$ cat config.mk
export PLATFORM = sky130hd
export DESIGN_NAME = level_check_monitor_flat
export DESIGN_NICKNAME = d
export VERILOG_FILES = /design/src/rtl/level_check_monitor_if.sv /design/src/rtl/level_check_monitor.sv /design/src/flat_wrapper.sv
export SDC_FILE = /design/constraint.sdc
export NUM_CORES = 1
export LEC_CHECK = 0
export BUFFER_PORTS_ARGS = -buffer_cell sky130_fd_sc_hd__buf_2
export CAP_MARGIN = 40
export CORE_UTILIZATION = 40
export DETAILED_ROUTE_END_ITERATION = 6
export PLACE_DENSITY = 0.69
export SETUP_SLACK_MARGIN = 0.1
export SKIP_LAST_GASP = 1
export SLEW_MARGIN = 20
export SYNTH_ARGS = -nofsm -noshare
export SYNTH_HDL_FRONTEND = slang
export SYNTH_SLANG_ARGS = --single-unit
$ cat constraint.sdc
create_clock -name clk -period 5.6 [get_ports clk]
set_clock_uncertainty 0.05 [all_clocks]
set_input_delay 0.56 -clock clk [delete_from_list [all_inputs] [get_ports clk]]
set_output_delay 0.56 -clock clk [all_outputs]
set_load 0.005 [all_outputs]
$ cat src/rtl/level_check_monitor_if.sv
// Handshake/observation bundle between a level checker and whoever drives it.
// The slave side is the monitor; the master side drives start/abort and the level under check.
interface level_check_monitor_if #(
  parameter int CNT_W = 8
);
  logic             start;
  logic             abort;
  logic             expect_val;
  logic             sig_in;
  logic             busy;
  logic             done;
  logic             pass;
  logic             fail;
  logic [CNT_W-1:0] err_count;
  logic [CNT_W-1:0] first_err_idx;

  modport master (
    output start, abort, expect_val, sig_in,
    input  busy, done, pass, fail, err_count, first_err_idx
  );

  modport slave (
    input  start, abort, expect_val, sig_in,
    output busy, done, pass, fail, err_count, first_err_idx
  );
endinterface

$ cat src/rtl/level_check_monitor.sv
// Clocked level checker: samples sig_in for WINDOW cycles against a captured
// expected level, counts mismatches and reports a held PASS/FAIL verdict.
module level_check_monitor #(
  parameter int WINDOW = 16,
  parameter int CNT_W  = 8
) (
  input  logic                 clk,
  input  logic                 rst_n,
  level_check_monitor_if.slave mon
);

  typedef enum logic [1:0] {IDLE, RUN, DONE} state_e;

  localparam logic [CNT_W-1:0] ALL_ONES = '1;
  localparam logic [CNT_W-1:0] LAST_IDX = CNT_W'(WINDOW - 1);

  state_e           state_q, state_d;
  logic [CNT_W-1:0] sample_cnt, err_cnt, err_next, first_idx;
  logic             exp_q, pass_q, fail_q;
  logic             accept, sample, last, mismatch;

  assign last     = (sample_cnt == LAST_IDX);
  assign mismatch = sample && (mon.sig_in != exp_q);

  always_ff @(posedge clk or negedge rst_n) begin
    if (!rst_n) state_q <= IDLE;
    else        state_q <= state_d;
  end

  // abort only matters in RUN; start only matters in IDLE/DONE
  always_comb begin
    state_d = state_q;
    accept  = 1'b0;
    sample  = 1'b0;
    case (state_q)
      IDLE: if (mon.start) begin
        state_d = RUN;
        accept  = 1'b1;
      end
      RUN: if (mon.abort) begin
        state_d = IDLE;
      end else begin
        sample = 1'b1;
        if (last) state_d = DONE;
      end
      DONE: if (mon.start) begin
        state_d = RUN;
        accept  = 1'b1;
      end else begin
        state_d = IDLE;
      end
      default: state_d = IDLE;
    endcase
  end

  always_comb begin
    err_next = err_cnt;
    if (mismatch && (err_cnt != ALL_ONES)) err_next = err_cnt + 1'b1;
  end

  always_ff @(posedge clk or negedge rst_n) begin
    if (!rst_n) begin
      exp_q      <= 1'b0;
      sample_cnt <= '0;
      err_cnt    <= '0;
      first_idx  <= ALL_ONES;
      pass_q     <= 1'b0;
      fail_q     <= 1'b0;
    end else if (accept) begin
      exp_q      <= mon.expect_val;
      sample_cnt <= '0;
      err_cnt    <= '0;
      first_idx  <= ALL_ONES;
      pass_q     <= 1'b0;
      fail_q     <= 1'b0;
    end else if (sample) begin
      sample_cnt <= sample_cnt + 1'b1;
      err_cnt    <= err_next;
      // a zero count means no mismatch has been seen yet in this window
      if (mismatch && (err_cnt == '0)) first_idx <= sample_cnt;
      if (last) begin
        pass_q <= (err_next == '0);
        fail_q <= (err_next != '0);
      end
    end
  end

  assign mon.busy          = (state_q == RUN);
  assign mon.done          = (state_q == DONE);
  assign mon.pass          = pass_q;
  assign mon.fail          = fail_q;
  assign mon.err_count     = err_cnt;
  assign mon.first_err_idx = first_idx;

endmodule

$ cat src/flat_wrapper.sv
// flat-port wrapper written by rule: the top's interface ports become plain ports
module level_check_monitor_flat 
#(
  parameter int WINDOW = 16,
  parameter int CNT_W  = 8
)
  (clk, rst_n, mon_start, mon_abort, mon_expect_val, mon_sig_in, mon_busy, mon_done, mon_pass, mon_fail, mon_err_count, mon_first_err_idx);
  level_check_monitor_if #(.CNT_W(CNT_W)) mon_i ();
  input  logic clk;
  input  logic rst_n;
  input wire logic [$bits(mon_i.start)-1:0] mon_start;
  input wire logic [$bits(mon_i.abort)-1:0] mon_abort;
  input wire logic [$bits(mon_i.expect_val)-1:0] mon_expect_val;
  input wire logic [$bits(mon_i.sig_in)-1:0] mon_sig_in;
  output wire logic [$bits(mon_i.busy)-1:0] mon_busy;
  output wire logic [$bits(mon_i.done)-1:0] mon_done;
  output wire logic [$bits(mon_i.pass)-1:0] mon_pass;
  output wire logic [$bits(mon_i.fail)-1:0] mon_fail;
  output wire logic [$bits(mon_i.err_count)-1:0] mon_err_count;
  output wire logic [$bits(mon_i.first_err_idx)-1:0] mon_first_err_idx;
  assign mon_i.start = mon_start;
  assign mon_i.abort = mon_abort;
  assign mon_i.expect_val = mon_expect_val;
  assign mon_i.sig_in = mon_sig_in;
  assign mon_busy = mon_i.busy;
  assign mon_done = mon_i.done;
  assign mon_pass = mon_i.pass;
  assign mon_fail = mon_i.fail;
  assign mon_err_count = mon_i.err_count;
  assign mon_first_err_idx = mon_i.first_err_idx;
  level_check_monitor #(.WINDOW(WINDOW), .CNT_W(CNT_W)) u_core (.clk(clk), .rst_n(rst_n), .mon(mon_i));
endmodule
Word level (Yosys, flattened, before mapping)
Index checks and enable logic that the tools add are counted.

$add $sub $neg: 2. Bitwise logic cells: 0. Muxes and demuxes: 23. $lt $le $gt $ge: 0. Reductions and logical operators: 14. Equal/unequal tests: 7. Multipliers: 0. Divide/modulo/power cells: 0. Shift-type cells: 0.

Operators by type and width (count): two-way mux 8 bit (8); adder 8 x 1 -> 8 bit, second input constant (2); zero test 8 bit (2); two-way mux 1 bit (11); equality test 8 x 4 -> 1 bit, second input constant (1); != test 8 bit, second input constant (1); nonzero test 8 bit (1); two-way mux 2 bit (3); one-hot mux 2 bit (3 select lines) (1); AND reduction 2 bit (3); nonzero test 2 bit (3); logical AND 1 bit (3); != test 3 x 2 -> 1 bit, second input constant (1); equality test 2 x 1 -> 1 bit, second input constant (1); equality test 2 bit, second input constant (1); zero test 2 bit (1); != test 2 bit, second input constant (1); OR reduction 2 bit (1); != test 1 bit (1).

Latch bits: 0. Output and inout port bits: 20. Memory bits (read-only): 0. Memories: 0. Input bits: 6. Logic and storage cells: 53. Register bits: 29. Memory bits (writable): 0.

Logic depth before layout (Yosys ltp)
Depth in word-level cells: 9. Gate-level depth with buffers: 7. Depth with buffers taken out: 6.

Worst setup path before layout
OpenSTA, ideal clock, no wires.

Kind: input to register. From: input mon_abort. To: register u_core.fail_q, in the netlist u_core.mon.fail. Data required time: 5.424 ns. Library setup time: 0.126 ns. Arrival: 2.116 ns. Path buffers: 1. Stages on the path: 6. Slack: 3.308 ns. Cells stage by stage: or3b_1 -> buf_2 -> a311oi_4 -> nor3b_2 -> o2111ai_1 -> o32a_1.

Longest elaborated chain between the ends: 9. Elaborated cells on any way between the ends: 11. Classes of those cells: mux (6); reduce/logical (5).

RTL lines: from (decl) (line flat_wrapper.sv:12) `input wire logic [$bits(mon_i.abort)-1:0] mon_abort;`; two-way mux 1 bit * (line level_check_monitor.sv:40) `RUN: if (mon.abort) begin`; two-way mux 1 bit * (line level_check_monitor.sv:35) `case (state_q)`; logical AND 1 bit (line level_check_monitor.sv:23) `assign mismatch = sample && (mon.sig_in != exp_q);`; logical AND 1 bit (line level_check_monitor.sv:58) `if (mismatch && (err_cnt != ALL_ONES)) err_next = err_cnt + 1'b1;`; two-way mux 8 bit (line level_check_monitor.sv:58); nonzero test 8 bit (line level_check_monitor.sv:83) `fail_q <= (err_next != '0);`; two-way mux 1 bit (line level_check_monitor.sv:81) `if (last) begin`; two-way mux 1 bit (line level_check_monitor.sv:76) `end else if (sample) begin`; two-way mux 1 bit (line level_check_monitor.sv:69) `end else if (accept) begin`; to (signal assigned) (line level_check_monitor.sv:83); to (decl) (line level_check_monitor.sv:19) `logic exp_q, pass_q, fail_q;`.

Mark *: on every way between the ends. The rest lies on a longest branch, timed or not. The select of a mux whose other input is x is not followed. A chain may end at the register's enable or synchronous reset.

Final worst setup path
From: register u_core.state_q[1]. To: register u_core.fail_q, in the netlist u_core.mon.fail.

Longest elaborated chain between the ends: 9. Elaborated cells on any way between the ends: 16. Classes of those cells: eq/ne (2); mux (6); reduce/logical (8).

RTL lines: from (decl) (line level_check_monitor.sv:17) `state_e state_q, state_d;`; from (signal assigned) (line level_check_monitor.sv:27) `else state_q <= state_d;`; equality test 2 x 1 -> 1 bit (line level_check_monitor.sv:35); two-way mux 1 bit (line level_check_monitor.sv:35); logical AND 1 bit (line level_check_monitor.sv:23); logical AND 1 bit (line level_check_monitor.sv:58); two-way mux 8 bit (line level_check_monitor.sv:58); nonzero test 8 bit (line level_check_monitor.sv:83); two-way mux 1 bit (line level_check_monitor.sv:81); two-way mux 1 bit (line level_check_monitor.sv:76); two-way mux 1 bit (line level_check_monitor.sv:69).

Several ways; a longest one is shown, not always the timed one. The select of a mux whose other input is x is not followed.

==> impl_metrics.tcl <==
set metrics [dict create \
    outcome "finished clean" \
    drc_errors 0 \
    fmax_ghz 0.3977 \
    startpoint "u_core.state_q[1]$_DFFE_PN0P_" \
    endpoint_kind "register" \
    ys.flop_type "dfrtp_1" \
    clkLatencyLatePin_ps 270 \
    p_switching_uw 161.2 \
    fp.dieH_um 63.37 \
    worstSetupStartpointType "register" \
    yosys-top-cells-area "dfrtp_1 35%, dfstp_2 14%, mux2i_1 5.3%" \
    leakagePower_uw 0.0008336 \
    ys_seq_area_share_pct 48.84 \
    min_period_over_period_pct 44.91 \
    diodes 0 \
    cts_setup_buffers 0 \
    max-cap-violations 0 \
    dieWidth_um 63.37 \
    syn_avg_cell_area_um2 9.846 \
    grt_overflow 0 \
    hpwlAfterDp_um 2196 \
    synth_top_cell_by_area "dfrtp_1" \
    period_needed_ps 2515 \
    cp_max_fo 16 \
    rr_endpoint "u_core.mon.fail$_DFFE_PN0P_" \
    rsz0062_at_grt "no" \
    top_level_ports 26 \
    dr.first_iter.drc_count 66 \
    clk_path_buf_depth 2 \
    grt_use_total_pct 17.42 \
    root_buffer "clkbuf_8" \
    core_area_um2 3468 \
    critical_path_class "reg -> reg" \
    drtPass1Iterations 5 \
    fillers 344 \
    crit_end "u_core.mon.fail$_DFFE_PN0P_" \
    netSwitchingFraction_pct 26.53 \
    grt_max_degree 30 \
    yosys_warnings 0 \
    clk_pin_slew_ps 60 \
    via_per_inst 5.465 \
    start_util_pct 43.43 \
    portBuffers 25 \
    synthToLayoutAreaGrowth_pct 18.27 \
    crit_arrival_ps 2620 \
    row_count 21 \
    hp-class "in -> async" \
    p_clk_share_pct 36.2 \
    hold_slack_ps 253.1 \
    synth-edff-count 0 \
    synthDistinctLibCells 40 \
    synth-seq-cells 29 \
    design.die.area_um2 4016 \
    power.internal_uw 446.6 \
    finalNetCount 188 \
    syn_area_um2 1506 \
    wl_per_cell_um 13.84 \
    tritoncts "done" \
    h-tree-depth 2 \
    p_seq_share_pct 45.1 \
    r2r_slack_ps 3090 \
    totalWireLength_um 3127 \
    dr_total_vias 1235 \
    worstMarginPinSlew_ps 654.4 \
    p_comb_share_pct 18.6 \
    syn_nets 162 \
    relSlewSlack_pct 55.97 \
    cts_num_sinks 29 \
    tns_ps 0 \
    ir_worst_vdd_uv 154.4 \
    cts_resized 0 \
    layout-drive-gt1-share_pct 25.00 \
    hold_violations 0 \
    ys_async_sr_fraction_pct 100.0 \
    power_density_nw_per_um2 341.1 \
    grt_pass1_vias 1189 \
    grt_pass1_wl_um 5395 \
    drv_slew 0 \
    numCtsBuffers 5 \
    antenna_found_initial 0 \
    postSynthCellCount 153 \
    place.gp.congestion 0.8921 \
    finalSetupViolCount 0 \
    cts_hold_buf 0 \
    yosys.area.top_type_share_pct 34.88 \
    crit-reg2reg-launch "u_core.state_q[1]$_DFFE_PN0P_" \
    antenna_left 0 \
    required_ps 5700 \
    reg2regPathDepth 5 \
]
[cells in the mapped netlist (all sizes together) (5+ instances only)]
cell type,instances
nand3,10
nand2,20
dfrtp,21
clkbuf,5
a21oi,5
mux2i,8
and3,5
nor3,7
dfstp,8
xnor2,5
o21ai,8
nor2,10
[registers in the layout (all words and copies together) (netlist names)]
signal                    flops
u_core.exp_q                  1
u_core.mon.pass               1
u_core.sample_cnt             8
u_core.state_q                2
u_core.mon.first_err_idx      8
u_core.mon.fail               1
u_core.mon.err_count          8
[worst min path at each step]
stage,start,to,slack (ps),depth (start not counted)
2_1_floorplan,rst_n,u_core.exp_q$_DFFE_PN0P_,210,0
3_3_place_gp,u_core.mon.pass$_DFFE_PN0P_,u_core.mon.pass$_DFFE_PN0P_,450,2
3_5_place_dp,u_core.mon.pass$_DFFE_PN0P_,u_core.mon.pass$_DFFE_PN0P_,460,2
4_1_cts,rst_n,u_core.sample_cnt[5]$_DFFE_PN0P_,280,1
5_1_grt,rst_n,u_core.state_q[1]$_DFFE_PN0P_,310,1
6_report,rst_n,u_core.mon.err_count[1]$_DFFE_PN0P_,250,1
[cell families (layout without fill, tap and decap cells)]
logic type / after synthesis / after routing / synth area share [%]
multiplexers: 9 / 9 / 6.063
flip-flops: 29 / 29 / 48.84
adder cells (fa/ha/maj): 3 / 3 / 2.492
XOR/XNOR: 8 / 8 / 4.651
AND/OR/NAND/NOR: 69 / 69 / 23.59
buffers and inverters: 10 / 37 / 2.574
AO/OA/AOI/OAI: 25 / 25 / 11.80
[metrics by stage]
step | total power [uW] | utilization (%) | area [um2] | std cells | setup slack (ps)
6_report | 607.8 | 51.37 | 1782 | 226 | 3085
5_1_grt | 646.0 | 51.37 | 1782 | 226 | 2972
4_1_cts | 615.1 | 51.37 | 1782 | 226 | 3106
3_5_place_dp | 392.4 | 48.02 | 1665 | 218 | 2873
3_3_place_gp | 388.8 | 48.02 | 1665 | 218 | 2948
2_1_floorplan | 348.2 | - | 1506 | 153 | 3308
[final cells by class]
| type | instances | area [um2] | share of cell area (%) |
|---|---|---|---|
| flip-flops and latches | 29 | 735.7 | 41.29 |
| inverters | 4 | 15.01 | 0.8427 |
| multi-input cells | 114 | 732.0 | 41.08 |
| well taps | 46 | 57.56 | 3.230 |
| repair buffers | 25 | 125.1 | 7.022 |
| clock buffers | 7 | 86.33 | 4.846 |
| clock inverters | 1 | 30.03 | 1.685 |
[power groups by stage]
stage               registers, uW  logic, uW  clock network [uW]
CTS                           274        115                 226
global placement              276        113                   0
floorplan                     276       72.4                   0
finish                        274        113                 220
detailed placement            278        115                   0
global route                  280        130                 236
[worst max-delay path: stages, from the launching register on]
cell and delay, ps:
dfrtp_1 410, or3b_1 620, a311oi_4 520, nor3b_2 240
o2111ai_1 180, o32a_1 370
[cell usage in the layout, fill, tap and decap left out, types with 2 or more instances in the layout]
| cell type | count |
|---|---|
| nor2_1 | 10 |
| and3_1 | 5 |
| clkbuf_8 | 6 |
| nand2_1 | 20 |
| nor4_1 | 3 |
| buf_2 | 25 |
| nor2b_1 | 2 |
| o21ai_0 | 8 |
| dfrtp_1 | 21 |
| xnor2_1 | 5 |
| a21oi_1 | 5 |
| nand3_1 | 10 |
| nor3_1 | 7 |
| ha_1 | 3 |
| dfstp_2 | 8 |
| nand3b_1 | 2 |
| inv_1 | 4 |
| a31oi_1 | 3 |
| xor2_1 | 3 |
| mux2i_1 | 8 |
[layer usage]
metal | up-vias | global-route usage (%) | part of all wire [%]
met5 | - | 0 | 0
met4 | 0 | 8.807 | 1.8
met3 | 8 | 5.072 | 5.3
met2 | 50 | 26.99 | 47
met1 | 580 | 21.88 | 46
li1 | 597 | - | -
(Power assumes the default switching activity.)
